[src/rtl/lcd_bus_receiver.sv]
// Responder end of the HD44780-style LCD write bus: synchronizes the writer's strobes,
// decodes commands/data and keeps a readable 2x16 frame buffer with busy/overrun flags.
module lcd_bus_receiver #(
  parameter int SYNC_STAGES  = 2,
  parameter int BUSY_CYCLES  = 2000,
  parameter int CLEAR_CYCLES = 82000
) (
  input  logic        CLOCK_50,
  input  logic        Reset,
  input  logic        LCD_EN,
  input  logic        LCD_RS,
  input  logic [7:0]  LCD_DATA,
  input  logic        rd_row,
  input  logic [3:0]  rd_col,
  output logic [7:0]  rd_char,
  output logic [4:0]  cursor,
  output logic        display_on,
  output logic        busy,
  output logic        overrun,
  output logic        addr_err,
  output logic [15:0] write_count
);

  localparam int MAX_CYC = (CLEAR_CYCLES > BUSY_CYCLES) ? CLEAR_CYCLES : BUSY_CYCLES;
  localparam int CNT_W   = $clog2(MAX_CYC + 1);
  localparam logic [CNT_W-1:0] BUSY_LOAD  = CNT_W'(BUSY_CYCLES - 1);
  localparam logic [CNT_W-1:0] CLEAR_LOAD = CNT_W'(CLEAR_CYCLES - 1);
  localparam logic [7:0] BLANK = 8'h20;

  if (SYNC_STAGES < 2) begin : g_bad_sync
    $error("SYNC_STAGES must be at least 2");
  end
  if (CLEAR_CYCLES < 32) begin : g_bad_clear
    $error("CLEAR_CYCLES must cover the 32-cell clear sweep");
  end

  typedef enum logic [1:0] {
    ST_IDLE,
    ST_FILL,
    ST_HOLD
  } state_e;

  // Input synchronizers: RS/DATA ride the same number of stages as EN so they stay aligned.
  logic [SYNC_STAGES-1:0]      en_sync_q;
  logic [SYNC_STAGES-1:0]      rs_sync_q;
  logic [SYNC_STAGES-1:0][7:0] data_sync_q;

  // NOTE: sequential state always uses non-blocking assignments so every flop samples pre-edge values.
  always_ff @(posedge CLOCK_50 or negedge Reset) begin
    if (!Reset) begin
      en_sync_q   <= '0;
      rs_sync_q   <= '0;
      data_sync_q <= '0;
    end else begin
      en_sync_q   <= {en_sync_q[SYNC_STAGES-2:0], LCD_EN};
      rs_sync_q   <= {rs_sync_q[SYNC_STAGES-2:0], LCD_RS};
      data_sync_q <= {data_sync_q[SYNC_STAGES-2:0], LCD_DATA};
    end
  end

  logic       en_s;
  logic       rs_s;
  logic [7:0] data_s;

  assign en_s   = en_sync_q[SYNC_STAGES-1];
  assign rs_s   = rs_sync_q[SYNC_STAGES-1];
  assign data_s = data_sync_q[SYNC_STAGES-1];

  logic       en_prev_q;
  logic       rs_smp_q;
  logic [7:0] data_smp_q;
  logic       strobe;

  // RS/DATA are held from the last cycle EN was high, so they are valid on the falling edge.
  always_ff @(posedge CLOCK_50 or negedge Reset) begin
    if (!Reset) begin
      en_prev_q  <= 1'b0;
      rs_smp_q   <= 1'b0;
      data_smp_q <= '0;
    end else begin
      en_prev_q <= en_s;
      if (en_s) begin
        rs_smp_q   <= rs_s;
        data_smp_q <= data_s;
      end
    end
  end

  assign strobe = en_prev_q & ~en_s;

  state_e           state_q, state_d;
  logic [CNT_W-1:0] cnt_q, cnt_d;
  logic [4:0]       fill_q, fill_d;
  logic [4:0]       cursor_q, cursor_d;
  logic             inc_q, inc_d;
  logic             disp_q, disp_d;
  logic             ovr_q, ovr_d;
  logic             aerr_q, aerr_d;
  logic [15:0]      wcnt_q, wcnt_d;

  logic             mem_we;
  logic [4:0]       mem_waddr;
  logic [7:0]       mem_wdata;

  // NOTE: every signal gets a default before any branch, so no path can infer a latch.
  always_comb begin
    state_d   = state_q;
    cnt_d     = cnt_q;
    fill_d    = fill_q;
    cursor_d  = cursor_q;
    inc_d     = inc_q;
    disp_d    = disp_q;
    ovr_d     = ovr_q;
    aerr_d    = aerr_q;
    wcnt_d    = wcnt_q;
    mem_we    = 1'b0;
    mem_waddr = cursor_q;
    mem_wdata = data_smp_q;

    if (strobe && (state_q != ST_IDLE)) begin
      ovr_d = 1'b1;
    end

    case (state_q)
      ST_IDLE: begin
        if (strobe) begin
          wcnt_d  = (wcnt_q == 16'hFFFF) ? wcnt_q : wcnt_q + 16'd1;
          state_d = ST_HOLD;
          cnt_d   = BUSY_LOAD;
          if (rs_smp_q) begin
            mem_we   = 1'b1;
            cursor_d = inc_q ? cursor_q + 5'd1 : cursor_q - 5'd1;
          end else begin
            casez (data_smp_q)
              8'b1???_????: begin
                if (data_smp_q[6:4] == 3'b000) begin
                  cursor_d = {1'b0, data_smp_q[3:0]};
                end else if (data_smp_q[6:4] == 3'b100) begin
                  cursor_d = {1'b1, data_smp_q[3:0]};
                end else begin
                  aerr_d = 1'b1;
                end
              end
              8'b001?_????: ;
              8'b0000_1???: disp_d = data_smp_q[2];
              8'b0000_01??: inc_d = data_smp_q[1];
              8'b0000_001?: cursor_d = '0;
              8'b0000_0001: begin
                cursor_d = '0;
                inc_d    = 1'b1;
                fill_d   = '0;
                state_d  = ST_FILL;
                cnt_d    = CLEAR_LOAD;
              end
              default: ;
            endcase
          end
        end
      end

      // Clear sweep: one blank per cycle while the busy window keeps counting down.
      ST_FILL: begin
        mem_we    = 1'b1;
        mem_waddr = fill_q;
        mem_wdata = BLANK;
        fill_d    = fill_q + 5'd1;
        cnt_d     = (cnt_q == '0) ? cnt_q : cnt_q - 1'b1;
        if (fill_q == 5'd31) begin
          state_d = (cnt_q == '0) ? ST_IDLE : ST_HOLD;
        end
      end

      ST_HOLD: begin
        if (cnt_q == '0) begin
          state_d = ST_IDLE;
        end else begin
          cnt_d = cnt_q - 1'b1;
        end
      end

      default: state_d = ST_IDLE;
    endcase
  end

  always_ff @(posedge CLOCK_50 or negedge Reset) begin
    if (!Reset) begin
      state_q  <= ST_IDLE;
      cnt_q    <= '0;
      fill_q   <= '0;
      cursor_q <= '0;
      inc_q    <= 1'b1;
      disp_q   <= 1'b0;
      ovr_q    <= 1'b0;
      aerr_q   <= 1'b0;
      wcnt_q   <= '0;
    end else begin
      state_q  <= state_d;
      cnt_q    <= cnt_d;
      fill_q   <= fill_d;
      cursor_q <= cursor_d;
      inc_q    <= inc_d;
      disp_q   <= disp_d;
      ovr_q    <= ovr_d;
      aerr_q   <= aerr_d;
      wcnt_q   <= wcnt_d;
    end
  end

  logic [7:0] mem_q [32];
  logic [7:0] rd_char_q;

  // NOTE: the frame buffer is built from flops on purpose: reset must blank all 32 cells at once.
  always_ff @(posedge CLOCK_50 or negedge Reset) begin
    if (!Reset) begin
      for (int i = 0; i < 32; i++) begin
        mem_q[i] <= BLANK;
      end
    end else if (mem_we) begin
      mem_q[mem_waddr] <= mem_wdata;
    end
  end

  always_ff @(posedge CLOCK_50 or negedge Reset) begin
    if (!Reset) begin
      rd_char_q <= BLANK;
    end else begin
      rd_char_q <= mem_q[{rd_row, rd_col}];
    end
  end

  assign rd_char     = rd_char_q;
  assign cursor      = cursor_q;
  assign display_on  = disp_q;
  assign busy        = (state_q != ST_IDLE);
  assign overrun     = ovr_q;
  assign addr_err    = aerr_q;
  assign write_count = wcnt_q;

endmodule

[config.mk]
export PLATFORM = sky130hd
export DESIGN_NAME = lcd_bus_receiver
export DESIGN_NICKNAME = d
export VERILOG_FILES = /design/src/rtl/lcd_bus_receiver.sv
export SDC_FILE = /design/constraint.sdc
export NUM_CORES = 1
export LEC_CHECK = 0
export BUFFER_PORTS_ARGS = -buffer_cell sky130_fd_sc_hd__buf_2
export CAP_MARGIN = 25
export CORE_AREA = 5 5 205 187
export DETAILED_ROUTE_END_ITERATION = 10
export DIE_AREA = 0 0 210 192
export GPL_ROUTABILITY_DRIVEN = 0
export GPL_TIMING_DRIVEN = 0
export MAX_ROUTING_LAYER = met4
export SETUP_SLACK_MARGIN = 0.2
export SLEW_MARGIN = 0
export SYNTH_ARGS = -nofsm -noshare
export SYNTH_HDL_FRONTEND = slang
export SYNTH_SLANG_ARGS = --single-unit
[constraint.sdc]
create_clock -name CLOCK_50 -period 2.6 [get_ports CLOCK_50]
set_input_delay 0.52 -clock CLOCK_50 [delete_from_list [all_inputs] [get_ports CLOCK_50]]
set_output_delay 0.52 -clock CLOCK_50 [all_outputs]
set_load 0.01 [all_outputs]
==> summary.txt <==
Floorplan
  – Row Count: 66
  – I/O pins: 50
  – Die X: 210 µm
  – Initial Util: 43.5%
  – Height of the die: 192 µm
  – Die area: 0.0403 mm²
  – Core ar.: 0.0358 mm²

Clocking
  – H-tree depth reported by CTS: 2
  – Clock latency on the worst-skew pair: 550 ps
  – Clk sinks: 343
  – Total clock buffers created by CTS: 38
  – CTS root buf: clkbuf_16
  – CTS tree: done
  – Clock buffer depth: 3
  – Clock transition at the registers of the reported paths: 60 ps
  – Hold buffer count at CTS: 0

Critical path
  – WP data required: 3080 ps
  – Crit path to: mem_q[193]
  – Levels on crit path: 8
  – CP Launch Type: register
  – Critical Path Fanout Max: 8
  – Critical Path, Cell by Cell: inv_2, ha_4, and3b_2, nand4b_1, buf_4, or3_1, nor2_2, a22o_1
  – FF-to-FF Start: state_q[0]
  – Worst Path Arrival: 2890 ps
  – Crit path kind: register to register
  – Largest delay contributor family on the critical path: simple AND/OR/NAND/NOR gates
  – Slowest CP cell: or3_1
  – WP buf/inv: 2
  – Crit end category: register
  – FF-to-FF path depth: 8
  – R2r endpoint: mem_q[193]
  – Flop2flop setup slack: 200 ps
  – Worst path max stage delay: 450 ps
  – CP Launch Point: state_q[0]

Yosys
  – Post-synthesis sequential area ratio: 55.3%
  – Cells after Synth: 1260
  – YS warnings: 0
  – Mean Syn Cell Area: 12.4 µm²
  – Post-synthesis register bit count: 343
  – FFs w/ async S/R, synth: 100%
  – Number of enable flip-flop cells after synthesis: 0
  – Net Count, Synth: 1289
  – Synthesized area: 0.0156 mm²
  – Distinct cells, synth: 75
  – Top_reg_cell synth: dfrtp_1

Global route
  – Vias in the first global route: 11700
  – Pin count of the biggest net entering global routing: 122
  – First-pass GRT wire length: 73200 µm
  – Initial antenna violation count: 0
  – Grt total ovfl: 0
  – Total GRT Usage: 24.5%

Final layout
  – Fin nets: 1389
  – Layout cell share with drive strength beyond 1: 24.9%
  – Layout fillers: 3153
  – Final Util: 51.2%
  – Area grow syn2layout: 17.6%
  – # diodes: 0

Placement
  – # port buffers: 46
  – HPWL after detailed placement: 32200 µm

Drt
  – Via count: 11500
  – Wire per inst: 25.5 µm
  – Post-Route WL: 47600 µm
  – DRT antenna net count: 0
  – Drt pass-1 iters: 5
  – Initial detailed-routing violation count: 1081
  – Drc violations: 0
  – Vias/cell: 6.14

Power and ir drop
  – Leakage: 8.06 nW
  – PwrDens: 952 mW/mm²
  – Maximum VDD drop: 0.474 mV

STA
  – Max Slew Vio Count: 0
  – RSZ-0062 raised after global routing: yes
  – Setup violations, final: 0
  – Clock Skews: 30.1 ps
  – Worst-Margin Slew: 1070 ps
  – Min Tclk post-route: 2400 ps
  – Period utilization: 92.4%
  – Slew margin rel.: 28.7%
  – Final hold viol count: 2
  – F_max: 0.416 GHz
  – Hold_ws: -10.6 ps

Job
  – Max Cap Violations: 0

Run status
  – Status: finished with violations
  – Failing checks: hold timing

Worst hold path
  – HP Class: primary input to async pin
## flip-flops by register name, summed over array words and instances, names as in the netlist, 5 cells and up
signal	flops
rd_char	8
fill_q	5
cursor	5
data_smp_q	8
data_s	8
write_count	16
cnt_q	17
data_sync_q	8
mem_q	256
## placed cells by master (no fill, tap or decap), drive strengths merged, types with 5 or more instances in the layout
master | synthesis | routed
nand4 | 6 | 6
inv | 48 | 50
o21ai | 43 | 43
a22o | 129 | 129
mux2 | 12 | 12
o211ai | 6 | 6
xnor2 | 10 | 10
a21oi | 21 | 21
a211oi | 8 | 8
nand3 | 21 | 21
clkinv | 0 | 7
nor2b | 17 | 17
and3 | 5 | 5
nand2b | 18 | 18
mux2i | 60 | 60
nor2 | 59 | 59
clkbuf | 46 | 99
a22oi | 43 | 43
mux4 | 32 | 32
o31ai | 6 | 6
dfrtp | 309 | 309
nor3 | 15 | 15
a2bb2oi | 15 | 15
xor2 | 12 | 12
ha | 11 | 11
dfstp | 34 | 34
nor4 | 8 | 8
a2111oi | 8 | 8
a31oi | 9 | 9
nand2 | 53 | 53
buf | 23 | 82
bufinv | 0 | 5
or2 | 5 | 5
o2bb2ai | 105 | 105
## report_power, final
part / internal (W) / switching (W)
Combinational: 0.00188 / 0.00225
Clock: 0.00347 / 0.00230
Sequential: 0.00670 / 0.000854
Total: 0.0121 / 0.00540
## routing by layer
metal / part of all wire, % / vias up / GRT usage, % / wire [µm]
met5: 0 / - / - / 0
met4: 3.6 / 0 / 8.86 / 1700
met3: 7.4 / 94 / 6.11 / 3530
met2: 44 / 411 / 35.0 / 20900
met1: 45 / 5892 / 34.2 / 21500
li1: - / 5061 / - / -
## per-stage QoR
step                total power [W]  setup TNS [ps]  setup WS (ps)  instances  cell area [µm²]
CTS                          0.0174               0            202       1866            18200
detailed placement           0.0114          -66580           -792       1786            16500
global route                 0.0182               0            108       1866            18300
global placement             0.0113        -1921340          -5690       1782            16400
floorplan                    0.0100               0            244       1260            15600
finish                       0.0175               0            198       1866            18300
## worst min path at each step
| stage | from | end | slack (ps) | depth (start not counted) |
|---|---|---|---|---|
| 4_1_cts | Reset | write_count[6] | 40 | 1 |
| 2_1_floorplan | Reset | addr_err | 220 | 0 |
| 5_1_grt | LCD_DATA[7] | data_sync_q[7] | 60 | 1 |
| 3_3_place_gp | en_sync_q[0] | en_sync_q[1] | 330 | 0 |
| 6_report | Reset | write_count[6] | -10 | 1 |
| 3_5_place_dp | data_sync_q[2] | data_s[2] | 330 | 0 |
## cell type report
class | instances | area, µm² | area share (%)
plain buffers | 70 | 379 | 2.07
clock buffers | 52 | 1090 | 5.97
clock inverters | 18 | 244 | 1.33
inverters | 48 | 180 | 0.983
multi-input cells | 799 | 6780 | 37.0
flip-flops and latches | 343 | 8630 | 47.0
well taps | 476 | 596 | 3.25
repair buffers | 60 | 430 | 2.35
## Yosys cell counts, drive strengths merged, types with 17 or more instances
library cell  instances  share of area (%)
clkbuf               46                1.1
a21oi                21               0.67
nor2                 59                1.5
dfstp                34                5.7
buf                  23               0.63
o21ai                43                1.7
a22oi                43                2.1
mux2i                60                3.9
dfrtp               309                 50
o2bb2ai             105                5.9
mux4                 32                4.6
inv                  48                1.2
nor2b                17               0.68
nand3                21               0.67
nand2b               18               0.72
nand2                53                1.3
a22o                129                7.3
## what timing repair did
action,in CTS,in global routing
pin swaps,4,0
resized for setup,96,49
setup buffers,10,0
gates cloned,0,0
setup endpoints to repair,277,140
## cell families (layout without fill, tap and decap cells)
family	Yosys count	in the layout	share of synthesized area, %
simple gates	234	234	7.89
compound gates	427	427	22.2
fa+ha+maj	12	12	1.01
buf+inv	118	248	2.95
xor+xnor	22	22	1.24
mux	104	104	9.34
flops	343	343	55.3
Note: power is estimated with default switching activity, not from simulation.
